File: src/rtl/ppu_video_source_if.sv
// rtl/ppu_video_source_if.sv - NES dot-stream bundle: dot strobe, counters, palette index and frame strobes
interface ppu_video_source_if;
  logic       ce_dot;
  logic [8:0] count_h;
  logic [8:0] count_v;
  logic [5:0] color;
  logic       frame_start;
  logic       vblank_start;
  logic       odd_frame;

  modport master (
    output ce_dot, count_h, count_v, color, frame_start, vblank_start, odd_frame
  );

  modport slave (
    input ce_dot, count_h, count_v, color, frame_start, vblank_start, odd_frame
  );
endinterface

File: src/rtl/ppu_video_source.sv
// rtl/ppu_video_source.sv - free-running NES dot-timing source with test patterns
// Optional PPU_SRC_ODD_SKIP_EN: odd rendered frames drop the last pre-render dot.
module ppu_video_source #(
  parameter int CE_DIV  = 4,
  parameter int H_DOTS  = 341,
  parameter int V_LINES = 262
) (
  input  logic                      i_clk,
  input  logic                      i_reset,
  input  logic                      i_enable,
  input  logic                      i_rendering,
  input  logic [1:0]                i_pattern,
  input  logic [5:0]                i_solid_color,
  ppu_video_source_if.master        o_vid
);

  localparam int DIV_W = (CE_DIV > 1) ? $clog2(CE_DIV) : 1;
  localparam logic [8:0] LAST_H   = 9'(H_DOTS - 1);
  localparam logic [8:0] LAST_IDX = 9'(V_LINES - 1);

  logic [DIV_W-1:0] r_div;
  logic             r_ce;
  logic [8:0]       r_h;
  logic [8:0]       r_idx;
  logic [8:0]       r_v;
  logic [5:0]       r_color;
  logic             r_frame_start;
  logic             r_vblank_start;
  logic             r_odd;

  logic             w_wrap;
  logic             w_step;
  logic             w_skip;
  logic             w_line_end;
  logic             w_frame_wrap;
  logic [8:0]       w_next_h;
  logic [8:0]       w_next_idx;
  logic [8:0]       w_next_v;
  logic             w_visible;
  logic [5:0]       w_bar;
  logic [5:0]       w_hbar;
  logic [5:0]       w_color;

  always_comb begin
    w_wrap = (r_div == DIV_W'(CE_DIV - 1));
    w_step = w_wrap & i_enable;
`ifdef PPU_SRC_ODD_SKIP_EN
    w_skip = r_odd & i_rendering & (r_idx == LAST_IDX) & (r_h == 9'(H_DOTS - 2));
`else
    w_skip = 1'b0;
`endif
    w_line_end   = (r_h == LAST_H) | w_skip;
    w_frame_wrap = w_line_end & (r_idx == LAST_IDX);
    w_next_h     = w_line_end ? 9'd0 : r_h + 9'd1;
    w_next_idx   = r_idx;
    if (w_line_end) begin
      w_next_idx = (r_idx == LAST_IDX) ? 9'd0 : r_idx + 9'd1;
    end
    // Pre-render line is reported as 511, as the PPU does.
    w_next_v = (w_next_idx == LAST_IDX) ? 9'd511 : w_next_idx;
  end

  // Colour is derived from the counters the dot is about to show, so it lands with them.
  always_comb begin
    w_visible = i_rendering & (w_next_h < 9'd256) & (w_next_v < 9'd240);
    w_bar     = {2'b00, w_next_h[7:5], 1'b0} + 6'h10;
    w_hbar    = {w_next_v[7:6], w_next_v[5:2]};
    if (w_hbar == 6'h0D || w_hbar == 6'h0E) begin
      w_hbar = 6'h0F;
    end
    w_color = 6'h0F;
    if (w_visible) begin
      case (i_pattern)
        2'd0:    w_color = w_bar;
        2'd1:    w_color = w_hbar;
        2'd2:    w_color = (w_next_h[3] ^ w_next_v[3]) ? 6'h30 : 6'h0F;
        default: w_color = i_solid_color;
      endcase
    end
  end

  always_ff @(posedge i_clk) begin
    if (i_reset) begin
      r_div          <= '0;
      r_ce           <= 1'b0;
      r_h            <= 9'd0;
      r_idx          <= 9'd0;
      r_v            <= 9'd0;
      r_color        <= 6'h0F;
      r_frame_start  <= 1'b0;
      r_vblank_start <= 1'b0;
      r_odd          <= 1'b0;
    end else begin
      r_div          <= w_wrap ? '0 : r_div + 1'b1;
      r_ce           <= w_wrap;
      r_frame_start  <= w_step & w_frame_wrap;
      r_vblank_start <= w_step & (w_next_idx == 9'd241) & (w_next_h == 9'd1);
      if (w_step) begin
        r_h     <= w_next_h;
        r_idx   <= w_next_idx;
        r_v     <= w_next_v;
        r_color <= w_color;
        if (w_frame_wrap) begin
          r_odd <= ~r_odd;
        end
      end
    end
  end

  assign o_vid.ce_dot       = r_ce;
  assign o_vid.count_h      = r_h;
  assign o_vid.count_v      = r_v;
  assign o_vid.color        = r_color;
  assign o_vid.frame_start  = r_frame_start;
  assign o_vid.vblank_start = r_vblank_start;
  assign o_vid.odd_frame    = r_odd;

endmodule

File: src/flat_wrapper.sv
// flat-port wrapper written by rule: the top's interface ports become plain ports
module ppu_video_source_flat 
#(
  parameter int CE_DIV  = 4,
  parameter int H_DOTS  = 341,
  parameter int V_LINES = 262
)
  (i_clk, i_reset, i_enable, i_rendering, i_pattern, i_solid_color, o_vid_ce_dot, o_vid_count_h, o_vid_count_v, o_vid_color, o_vid_frame_start, o_vid_vblank_start, o_vid_odd_frame);
  ppu_video_source_if o_vid_i ();
  input  logic i_clk;
  input  logic i_reset;
  input  logic i_enable;
  input  logic i_rendering;
  input  logic [1:0] i_pattern;
  input  logic [5:0] i_solid_color;
  output wire logic [$bits(o_vid_i.ce_dot)-1:0] o_vid_ce_dot;
  output wire logic [$bits(o_vid_i.count_h)-1:0] o_vid_count_h;
  output wire logic [$bits(o_vid_i.count_v)-1:0] o_vid_count_v;
  output wire logic [$bits(o_vid_i.color)-1:0] o_vid_color;
  output wire logic [$bits(o_vid_i.frame_start)-1:0] o_vid_frame_start;
  output wire logic [$bits(o_vid_i.vblank_start)-1:0] o_vid_vblank_start;
  output wire logic [$bits(o_vid_i.odd_frame)-1:0] o_vid_odd_frame;
  assign o_vid_ce_dot = o_vid_i.ce_dot;
  assign o_vid_count_h = o_vid_i.count_h;
  assign o_vid_count_v = o_vid_i.count_v;
  assign o_vid_color = o_vid_i.color;
  assign o_vid_frame_start = o_vid_i.frame_start;
  assign o_vid_vblank_start = o_vid_i.vblank_start;
  assign o_vid_odd_frame = o_vid_i.odd_frame;
  ppu_video_source #(.CE_DIV(CE_DIV), .H_DOTS(H_DOTS), .V_LINES(V_LINES)) u_core (.i_clk(i_clk), .i_reset(i_reset), .i_enable(i_enable), .i_rendering(i_rendering), .i_pattern(i_pattern), .i_solid_color(i_solid_color), .o_vid(o_vid_i));
endmodule
File: config.mk
export PLATFORM = sky130hd
export DESIGN_NAME = ppu_video_source_flat
export DESIGN_NICKNAME = d
export VERILOG_FILES = /design/src/rtl/ppu_video_source_if.sv /design/src/rtl/ppu_video_source.sv /design/src/flat_wrapper.sv
export SDC_FILE = /design/constraint.sdc
export NUM_CORES = 1
export LEC_CHECK = 0
export BUFFER_PORTS_ARGS = -buffer_cell sky130_fd_sc_hd__buf_4
export CAP_MARGIN = 10
export CORE_MARGIN = 2
export CORE_UTILIZATION = 55
export CTS_BUF_LIST = sky130_fd_sc_hd__clkbuf_2
export DETAILED_ROUTE_END_ITERATION = 10
export PLACE_DENSITY = 0.78
export SYNTH_ARGS = -nofsm -noshare
export SYNTH_HDL_FRONTEND = slang
export SYNTH_SLANG_ARGS = --single-unit
File: constraint.sdc
create_clock -name i_clk -period 3.1 [get_ports i_clk]
set_clock_uncertainty 0.2 [all_clocks]
set_input_delay 0.62 -clock i_clk [delete_from_list [all_inputs] [get_ports i_clk]]
set_output_delay 0.62 -clock i_clk [all_outputs]
set_load 0.005 [all_outputs]
# Word level (Yosys, flattened, before mapping)
# Index checks and enable logic that the tools add are counted.
dict set report word_totals {
  regBits 39
  out_inout_bits 28
  wordCells 46
}
dict set report classes {
  n_addsub 4
  order_cmp 2
  n_eq_ne 10
  muxes 8
  bitwise 9
  n_reduce_logical 4
}
# op count
set ops {}
lappend ops {{$mux W9} 4}
lappend ops {{$eq A9 B9 Y1 const B} 3}
lappend ops {{$add A9 B1 Y9 const B} 2}
lappend ops {{$mux W6} 3}
lappend ops {{$pmux W6 S3} 1}
lappend ops {{$eq A6 B4 Y1 const B} 2}
lappend ops {{$eq A9 B1 Y1 const B} 1}
lappend ops {{$eq A9 B8 Y1 const B} 1}
lappend ops {{$lt A9 B8 Y1 const B} 1}
lappend ops {{$lt A9 B9 Y1 const B} 1}
lappend ops {{$and A1 B1 Y1} 7}
lappend ops {{$add A4 B5 Y6 const B} 1}
lappend ops {{$eq A2 B2 Y1 const B} 2}
lappend ops {{$add A2 B1 Y2 const B} 1}
lappend ops {{$eq A2 B1 Y1 const B} 1}
lappend ops {{$logic_not A2 Y1} 1}
lappend ops {{$reduce_and A2 Y1} 1}
lappend ops {{$reduce_or A2 Y1} 1}
lappend ops {{$logic_or A1 B1 Y1} 1}
lappend ops {{$not A1 Y1} 1}
lappend ops {{$xor A1 B1 Y1} 1}

# Depth between registers and ports, before layout
# Gate-level depths: netlist (run 1).
dict set report depth {
  ltp_word 10
  mapped_depth 11
}

# Least setup slack after synthesis (run 1)
# No wires, ideal clock.
dict set report synth_timing {
  kind {reg-to-reg}
  startpoint {register u_core.r_h[0] (netlist: u_core.o_vid.count_h[0])}
  endpoint {register u_core.r_color[2] (netlist: u_core.o_vid.color[2])}
  setup_time_ns 0.124
  arrival_time_ns 2.361
  required_ns 2.776
  path_slack_ns 0.415
  path_stages_with_launch 11
  period_less_slack_ns 2.685
  cell_sequence {dfxtp_1 > inv_1 > ha_1 > or3b_4 > nor4_1 > xnor2_1 > nor4_2 > nor3b_2 > nor4b_1 > a21oi_1 > a2bb2oi_1}
}
dict set report synth_via {
  elab_chain_len 9
}
# element line_no
set synth_lines {}
lappend synth_lines {{start, declared} ppu_video_source.sv:23} ;# logic [8:0] r_h;
lappend synth_lines {{start signal, assigned} ppu_video_source.sv:99} ;# r_h <= w_next_h;
lappend synth_lines {{parallel branches: the longest is 8 deep, another holds $add A9 B1 Y9} --}
lappend synth_lines {{$mux W6 (*)} ppu_video_source.sv:72} ;# if (w_visible) begin
lappend synth_lines {{end signal, assigned} ppu_video_source.sv:102} ;# r_color <= w_color;
lappend synth_lines {{end, declared} ppu_video_source.sv:26} ;# logic [5:0] r_color;
# Mark *: on every way between the ends.
# A chain may end at the register's enable or synchronous reset.

# Worst setup path in the final report (run 1)
dict set report layout_timing {
  startpoint {register u_core.r_h[0] (netlist: u_core.o_vid.count_h[0])}
  endpoint {register u_core.r_color[0] (netlist: u_core.o_vid.color[0])}
}
# Same word-level chain as after synthesis.

==> metrics, run 1 <==
status=finished, final reports clean; DR DRC count=0; Hold Path Sink=u_core.r_div[0]$_SDFF_PP0_; ANT cells=0; r2r endpoint=u_core.o_vid.color[0]$_SDFFE_PP1P_; Post-synth EDFFs=0; CP Buf/Inv Count=1; Hold Vio Cnt, Final=0; DP HPWL=between 4 and 5 mm; worst skew pair latency=around 0.41 ns; Cells on Worst Hold Path=1; Pleak=0.00110 µW; clk root buf=clkbuf_2; Layout Nets=between 300 and 400; Die Wd=68.9 µm; crit share post-route=0.941; slowest stage cell on the critical path=dfxtp_1; Hold Startpoint=u_core.r_div[0]$_SDFF_PP0_; Synth area leader=dfxtp_1; Longest Clk Path Bufs=2; most frequent cells after synthesis=45 x nor2_1, 39 x dfxtp_1, 21 x nand2_1, 16 x a21oi_1, 12 x nand3_1; synth unique cells=64; All-Layer GR Usage=0.263; Max VDD drop=about 0.23 mV; critical path class=reg -> reg; cell family with most CP delay=compound AO/OA/AOI/OAI gates; sequential share of the synthesized area=0.337; DIE AREA=4750 µm²; largest net degree at the start of global routing=36; Fmax=around 0.34 GHz; Critical Path RT=roughly 3.3 ns; routed vias=2184; drt wl/cell=~16 µm; synthesized area per cell=8.37 µm²; Critical Path AT=approximately 3 ns; I/O Pins=40; Fillers=351; cell row count=23; max-slew violation count=0; worst hold path type=reg -> reg; final core occ=0.680; depth of the CTS H-tree=2; cells on worst reg2reg path=10; Final WS setup=approximately 0.18 ns; crit-path cells=inv_1 -> ha_1 -> or3b_4 -> nor4_4 -> xnor2_1 -> o2111a_1 -> a21boi_2 -> xnor2_2 -> o31ai_2 -> o22a_1; minimum clock period=a little under 3 ns; top post-synthesis cells by area=dfxtp_1 34%, nor2_1 7.3%, xnor2_1 4.2%; r2r setup slk=around 0.18 ns; worst slew pin tran=0.573 ns; Syn Nets=294; Async SR Flop Fraction=0; Finished Layout Cells=370; First DRT Iteration DRCs=181; DR vias/cell=5.90; CTS tree=done; CP max stage delay=approximately 0.42 ns; Num CTS Buffers=5; Area growth syn-to-layout=18.2%; slew margin rel.=0.617; Sinks on Clock Net=39; Initial Util=0.575; fraction of layout cells with a size suffix above 1=0.253; Max-Cap Viols=0; Hold WS=~0.25 ns; final setup violation count=0; hold_buf cts=0; FF+latch count, synth=39; Startpoint Class=register; Placeable Area=about 4000 µm²; Ys Warns=0; Mapped Cells=about 280; number of global-route vias before repair=roughly 2k; Crit Path Max Fanout=7; initial antenna violation count=0; Worst setup EP type=register; IO Port Bufs=39; first-pass GRT wire length=roughly 9.3 mm; WL final=a little under 6 mm; post-synth top area share=0.337; Final ANT Viol Nets=0; die height=around 69 µm; pre-CTS WS=between 0.15 and 0.2 ns; grt ovf=0; PwrDens=around 310 nW/µm²; Inst Count DP=360; Main synth FF type=dfxtp_1; routability cong.=~0.95; launch point of the worst reg-to-reg path=u_core.o_vid.count_h[0]$_SDFFE_PP0P_; count leader, synth=nor2_1; 1st-pass router iterations=5; sum of negative setup slack=0 ns; post-synthesis cell area=approximately 2300 µm²; CTS clk-pin slew, worst paths=roughly 0.21 ns; CP Launch Point=u_core.o_vid.count_h[0]$_SDFFE_PP0P_
-- per-stage QoR --
step           total power (µW)  area (µm²)
6_report                    849        2740
5_1_grt                     882        2740
4_1_cts                     851        2710
3_5_place_dp                636        2670
3_3_place_gp                634        2670
2_1_floorplan               598        2320
-- flip-flops by register name, summed over array words and instances (netlist names) --
register and cells:
u_core.o_vid.ce_dot 1, u_core.o_vid.color 6, u_core.o_vid.count_h 9, u_core.o_vid.count_v 9
u_core.o_vid.frame_start 1, u_core.o_vid.odd_frame 1, u_core.o_vid.vblank_start 1, u_core.r_div 2
u_core.r_idx 9
-- how the worst max path moves through the flow --
| stage | end | slack [ns] | depth (start not counted) |
|---|---|---|---|
| finish | u_core.o_vid.color[0]$_SDFFE_PP1P_ | 0.18 | 10 |
| detailed placement | u_core.o_vid.color[3]$_SDFFE_PP1P_ | 0.16 | 10 |
| floorplan | u_core.o_vid.color[2]$_SDFFE_PP1P_ | 0.41 | 10 |
| CTS | u_core.o_vid.color[3]$_SDFFE_PP1P_ | 0.12 | 10 |
| global placement | u_core.o_vid.color[2]$_SDFFE_PP1P_ | 0.27 | 10 |
| global route | u_core.o_vid.color[4]$_SDFFE_PP0P_ | -0.003 | 10 |
-- layout by cell type (no fill, tap or decap), types with 2 or more instances in the layout --
cell type	synthesis	routed
and3_1	6	6
nor4_1	3	3
a2bb2oi_1	2	2
nand4_1	4	4
nor3_1	9	9
clkbuf_2	0	5
o21a_1	4	4
nor3b_1	2	2
nand2b_1	2	2
nand3_1	12	12
or3_1	2	2
o21ai_0	7	7
o21ai_1	2	2
o22a_1	2	2
a211oi_1	6	6
dfxtp_1	39	39
xnor2_1	11	11
clkinv_2	0	3
ha_1	5	5
nand2_1	21	21
a21oi_1	16	16
nor2_1	45	44
mux2i_1	3	3
inv_1	7	7
a311oi_1	4	4
o211ai_1	2	2
buf_4	1	51
a31oi_1	4	4
nor4_2	2	2
xor2_1	4	4
a22oi_1	2	2
-- final cells by class --
cell class | instances | area, µm² | area share
clock inverter | 3 | 15.0 | 0.00548
tap | 50 | 62.6 | 0.0228
multi-input combinational | 215 | 1450 | 0.528
sequential | 39 | 781 | 0.285
inverter | 7 | 26.3 | 0.00959
timing repair buffer | 51 | 383 | 0.140
clock buffer | 5 | 25.0 | 0.00913
-- where the power goes --
group / leakage [µW] / internal (µW) / total (µW) / switching (µW)
Sequential: 0.000315 / 515 / 526 / 10.8
Clock: 0.0000325 / 51.7 / 222 / 170
Combinational: 0.000750 / 47.5 / 101 / 53.8
Total: 0.00110 / 614 / 849 / 235
-- cells by family (layout without fill, tap and decap cells) --
group / after synthesis / after routing / share of synthesized area
xor+xnor: 16 / 16 / 0.0637
flops: 39 / 39 / 0.337
fa+ha+maj: 5 / 5 / 0.0270
compound gates: 66 / 66 / 0.209
simple gates: 123 / 123 / 0.292
buf+inv: 23 / 66 / 0.0437
mux: 5 / 5 / 0.0275
-- layer usage --
layer | global-route usage | wire [µm] | share of wire
met1 | 0.360 | 2700 | 0.46
met2 | 0.411 | 2750 | 0.47
met3 | 0.0584 | 341 | 0.058
met4 | 0.0833 | 102 | 0.017
met5 | 0 | 0 | 0
-- what timing repair did --
action / 4_1_cts / 5_1_grt
resized for setup: 0 / 3
endpoints found under the setup margin: 0 / 7
buffers inserted: 0 / 2
(Power assumes the default switching activity.)
==> run 2, diff against run 1 <==
Settings changed: PLACE_DENSITY 0.78 to 0.74.
==> metrics, run 2 (synthesized netlist as in run 1, its figures left out) <==
sum of negative setup slack=0 ns (unchanged); crit-path cells=inv_1 -> ha_1 -> nand4bb_2 -> or2_1 -> o41ai_4 -> o2111a_1 -> a21boi_2 -> xnor2_2 -> o31ai_2 -> a22oi_1; Hold Vio Cnt, Final=0 (unchanged); Final WS setup=0.225 ns (+0.0426 ns); multi-input logic area=1450 µm² (+0.17%); hold_buf cts=0 (unchanged); IO Port Bufs=39 (unchanged); Critical Path RT=3.21 ns (-0.05 ns); Inst Count DP=358 (-0.56%); Cells on Worst Hold Path=1 (unchanged); Hold Startpoint=u_core.r_div[0]$_SDFF_PP0_; Finished Cell Area=2710 µm² (-1.2%); 1st-pass router iterations=4 (-1); CTS clk-pin slew, worst paths=0.20 ns (about the same); Critical Path AT=2.98 ns (-0.10 ns); Pleak=0.00107 µW (-2.4%); crit share post-route=0.927 (-0.0137); Finished Layout Cells=365 (-1.4%); worst skew pair latency=0.38 ns (-0.03 ns); PwrDens=308 nW/µm² (-0.65%); drt wl/cell=15.2 µm (-4.3%); status=finished, final reports clean; Startpoint Class=register; Fillers=355 (+1.1%); worst hold path type=reg -> reg; RSZ-0062 raised after global routing=false; first-pass GRT wire length=8.73 mm (-6.4%); depth of the CTS H-tree=2 (unchanged); slowest stage cell on the critical path=o41ai_4; max-slew violation count=0 (unchanged); number of global-route vias before repair=1826 (-8.5%); routability cong.=0.926 (-2.6%); die height=68.9 µm (unchanged); cell row count=23 (unchanged); r2r endpoint=u_core.o_vid.color[4]$_SDFFE_PP0P_; register area=781 µm² (unchanged); CTS tree=done; worst slew pin tran=0.557 ns (-0.0156 ns); DR DRC count=0 (unchanged); All-Layer GR Usage=0.249 (-0.0144); WL final=5.57 mm (-5.5%); r2r setup slk=0.22 ns (+0.04 ns); slew margin rel.=0.628 (+0.0104); Placeable Area=4030 µm² (unchanged); ANT cells=0 (unchanged); Area growth syn-to-layout=16.7%; most frequent cells in the layout=47 x buf_4, 45 x nor2_1, 39 x dfxtp_1; Worst setup EP type=register; DR vias/cell=5.78 (-2.2%); largest net degree at the start of global routing=36 (unchanged); final setup violation count=0 (unchanged); DP HPWL=4.17 mm (-2.7%); launch point of the worst reg-to-reg path=u_core.o_vid.count_h[0]$_SDFFE_PP0P_; cells on worst reg2reg path=10 (unchanged); Sinks on Clock Net=39 (unchanged); initial antenna violation count=0 (unchanged); Max VDD drop=0.283 mV (+21%); Fmax=0.348 GHz (+1.5%); Area after DPL=2660 µm² (-0.56%); First DRT Iteration DRCs=216 (+19%); I/O Pins=40 (unchanged); # Post-CTS Setup Buffers=0 (unchanged); Longest Clk Path Bufs=2 (unchanged); Initial Util=0.575 (unchanged); Layout Nets=332 (-1.2%); pre-CTS WS=0.174 ns (+0.0111 ns); clk root buf=clkbuf_2; Final ANT Viol Nets=0 (unchanged); DIE AREA=4750 µm² (unchanged); fraction of layout cells with a size suffix above 1=0.235 (-0.0182); minimum clock period=2.88 ns (-0.0426 ns); grt ovf=0 (unchanged); Crit Path Max Fanout=7 (unchanged); Max-Cap Viols=0 (unchanged); CP max stage delay=0.42 ns (about the same); critical path class=reg -> reg; Die Wd=68.9 µm (unchanged); Num CTS Buffers=5 (unchanged); routed vias=2108 (-3.5%); Hold Path Sink=u_core.r_div[0]$_SDFF_PP0_; commonest non-fill, non-tap cell in the layout=buf_4
run 2: worst max-delay path by stage:
stage	depth (start not counted)	start	slack (ns)	endpoint
floorplan	10	u_core.o_vid.count_h[0]$_SDFFE_PP0P_	0.41	u_core.o_vid.color[2]$_SDFFE_PP1P_
global placement	10	u_core.o_vid.count_h[0]$_SDFFE_PP0P_	0.23	u_core.o_vid.color[3]$_SDFFE_PP1P_
detailed placement	10	u_core.o_vid.count_h[0]$_SDFFE_PP0P_	0.17	u_core.o_vid.color[2]$_SDFFE_PP1P_
CTS	10	u_core.o_vid.count_h[0]$_SDFFE_PP0P_	0.15	u_core.o_vid.color[3]$_SDFFE_PP1P_
global route	10	u_core.o_vid.count_h[0]$_SDFFE_PP0P_	0.003	u_core.o_vid.color[3]$_SDFFE_PP1P_
finish	10	u_core.o_vid.count_h[0]$_SDFFE_PP0P_	0.22	u_core.o_vid.color[4]$_SDFFE_PP0P_
run 2: cell type report:
type                            count  area share
Tap cell                           50      0.0231
Multi-Input combinational cell    215       0.536
Timing Repair Buffer               47       0.130
Inverter                            7     0.00971
Clock buffer                        5     0.00925
Clock inverter                      2     0.00324
Sequential cell                    39       0.288
run 2: worst max-delay path, delay by kind of cell, from the launching register on:
family | cells | cell delay (ns)
AOI/OAI and AO/OA | 5 | 1.13
xor gates and xnor gates | 1 | 0.19
DFF | 1 | 0.40
and+or+nand+nor | 2 | 0.61
adders and majority gates | 1 | 0.19
buffers and inverters | 1 | 0.08
run 2: timing repair:
action                                  CTS  global route
hold endpoints to repair                  0             0
gates resized for setup                   0             2
endpoints found under the setup margin    0             2
run 2: where the power goes:
group	switching [µW]	leakage [µW]	internal [µW]	total, µW
Clock	160	0.0000262	47.7	208
Combinational	53.2	0.000730	47.4	101
Sequential	10.2	0.000315	515	525
Total	223	0.00107	610	833
run 2: per-layer routing:
metal | vias to the layer above | global-route usage | part of all wire
li1 | 1079 | - | -
met1 | 970 | 0.325 | 0.46
met2 | 52 | 0.403 | 0.48
met3 | 7 | 0.0519 | 0.043
met4 | 0 | 0.0907 | 0.013
met5 | - | 0 | 0
run 2: per-stage QoR:
step | util | hold slack [ns] | power [µW]
6_report | 0.672 | 0.241 | 833
5_1_grt | 0.672 | 0.241 | 873
4_1_cts | 0.668 | 0.244 | 842
3_5_place_dp | 0.660 | 0.222 | 636
3_3_place_gp | 0.660 | 0.222 | 635
2_1_floorplan | - | 0.208 | 598
==> run 3, diff against run 2 <==
Settings changed: PLACE_DENSITY 0.74 to 0.85.
==> metrics, run 3 (synthesized netlist as in run 1, its figures left out) <==
r2r setup slk=0.24 ns (about the same); 1st-pass router iterations=5 (+1); number of global-route vias before repair=2049 (+12%); minimum clock period=2.86 ns (-0.0107 ns); worst hold path type=reg -> reg; final setup violation count=0 (unchanged); I/O Pins=40 (unchanged); ANT cells=0 (unchanged); CTS clk-pin slew, worst paths=0.21 ns (about the same); most frequent cells in the layout=46 x buf_4, 44 x nor2_1, 38 x dfxtp_1; CTS tree=done; Final WS setup=0.236 ns (+0.0107 ns); critical path class=reg -> reg; Layout Nets=331 (-0.30%); first-pass GRT wire length=9.49 mm (+8.8%); clk root buf=clkbuf_2; Pleak=0.00106 µW (-0.62%); Area growth syn-to-layout=16.5%; Die Wd=68.9 µm (unchanged); RSZ-0062 raised after global routing=false; DIE AREA=4750 µm² (unchanged); Startpoint Class=register; Final ANT Viol Nets=0 (unchanged); routability cong.=0.988 (+6.7%); drt wl/cell=16.1 µm (+5.4%); Max-Cap Viols=0 (unchanged); First DRT Iteration DRCs=244 (+13%); worst slew pin tran=0.568 ns (+0.0104 ns); PwrDens=318 nW/µm² (+3.2%); Worst setup EP type=register; Hold Path Sink=u_core.r_div[0]$_SDFF_PP0_; Hold Startpoint=u_core.r_div[0]$_SDFF_PP0_; Fmax=0.349 GHz (+0.37%); depth of the CTS H-tree=2 (unchanged); Critical Path AT=3.01 ns (+0.03 ns); die height=68.9 µm (unchanged); cell row count=23 (unchanged); crit share post-route=0.924 (-0.00346); grt ovf=0 (unchanged); Crit Path Max Fanout=7 (unchanged); DR DRC count=0 (unchanged); cells on worst reg2reg path=10 (unchanged); max-slew violation count=0 (unchanged); status=finished, final reports clean; DP HPWL=4.33 mm (+4.0%); largest net degree at the start of global routing=36 (unchanged); All-Layer GR Usage=0.268 (+0.0190); Placeable Area=4030 µm² (unchanged); Initial Util=0.575 (unchanged); Longest Clk Path Bufs=2 (unchanged); sum of negative setup slack=0 ns (unchanged); launch point of the worst reg-to-reg path=u_core.o_vid.count_h[0]$_SDFFE_PP0P_; Num CTS Buffers=5 (unchanged); worst skew pair latency=0.41 ns (+0.03 ns); IO Port Bufs=39 (unchanged); commonest non-fill, non-tap cell in the layout=buf_4; WL final=5.87 mm (+5.4%); Inst Count DP=357 (-0.28%); Sinks on Clock Net=39 (unchanged); Hold Vio Cnt, Final=0 (unchanged); fraction of layout cells with a size suffix above 1=0.235 (unchanged); pre-CTS WS=0.151 ns (-0.0229 ns); Critical Path RT=3.25 ns (+0.04 ns); initial antenna violation count=0 (unchanged); DR vias/cell=6.12 (+6.0%); Finished Layout Cells=365 (unchanged); r2r endpoint=u_core.o_vid.color[0]$_SDFFE_PP1P_; hold_buf cts=0 (unchanged); routed vias=2234 (+6.0%); Max VDD drop=0.202 mV (-29%); slew margin rel.=0.619 (-0.00874); Cells on Worst Hold Path=1 (unchanged)
==> run 3: stage by stage <==
| stage | hold WS (ns) | total power (µW) | util | instance area [µm²] |
|---|---|---|---|---|
| floorplan | 0.208 | 598 | - | 2320 |
| global placement | 0.217 | 634 | 0.658 | 2650 |
| detailed placement | 0.229 | 636 | 0.658 | 2650 |
| CTS | 0.252 | 854 | 0.668 | 2690 |
| global route | 0.263 | 887 | 0.670 | 2700 |
| finish | 0.253 | 858 | 0.670 | 2700 |
==> run 3: per-layer routing <==
metal	vias to the layer above	share of wire	GRT usage
li1	1078	-	-
met1	1039	0.43	0.345
met4	0	0.026	0.118
met5	-	0	0
met3	22	0.064	0.0698
met2	95	0.48	0.421
==> run 3: worst max-delay path by stage <==
stage,from,to,slack [ns],depth (start not counted)
after floorplan,u_core.o_vid.count_h[0]$_SDFFE_PP0P_,u_core.o_vid.color[2]$_SDFFE_PP1P_,0.41,10
after global placement,u_core.o_vid.count_h[0]$_SDFFE_PP0P_,u_core.o_vid.color[3]$_SDFFE_PP1P_,0.25,10
after detailed placement,u_core.o_vid.count_h[0]$_SDFFE_PP0P_,u_core.o_vid.color[2]$_SDFFE_PP1P_,0.15,10
after CTS,u_core.o_vid.count_h[0]$_SDFFE_PP0P_,u_core.o_vid.color[2]$_SDFFE_PP1P_,0.13,10
after global routing,u_core.o_vid.count_h[0]$_SDFFE_PP0P_,u_core.o_vid.color[4]$_SDFFE_PP0P_,0.006,10
final,u_core.o_vid.count_h[0]$_SDFFE_PP0P_,u_core.o_vid.color[0]$_SDFFE_PP1P_,0.24,10
==> run 3: cell type report <==
| cell class | count | area (µm²) |
|---|---|---|
| Fill cell | 338 | 1330 |
| Clock inverter | 3 | 15.0 |
| Tap cell | 50 | 62.6 |
| Inverter | 7 | 26.3 |
| Timing Repair Buffer | 46 | 345 |
| Multi-Input combinational cell | 215 | 1450 |
| Sequential cell | 39 | 782 |
| Clock buffer | 5 | 25.0 |
==> run 3: worst max-delay path: stages, from the launching register on <==
cell,delay [ns]
dfxtp_1,0.40
inv_1,0.07
ha_1,0.18
nand4bb_2,0.24
nor3_2,0.37
a31oi_1,0.16
a311oi_2,0.38
nand4_1,0.32
nand3_1,0.19
a31oi_1,0.11
o22a_1,0.18
==> run 3: what timing repair did <==
action	in CTS	in global routing
hold endpoints to repair	0	0
resized for setup	0	3
endpoints found under the setup margin	0	4
buffers inserted	0	0
==> run 3: report_power, final <==
group	switching [µW]	internal, µW
registers	10.5	515
clock network	180	50.2
logic	55.5	47.5
total	246	613
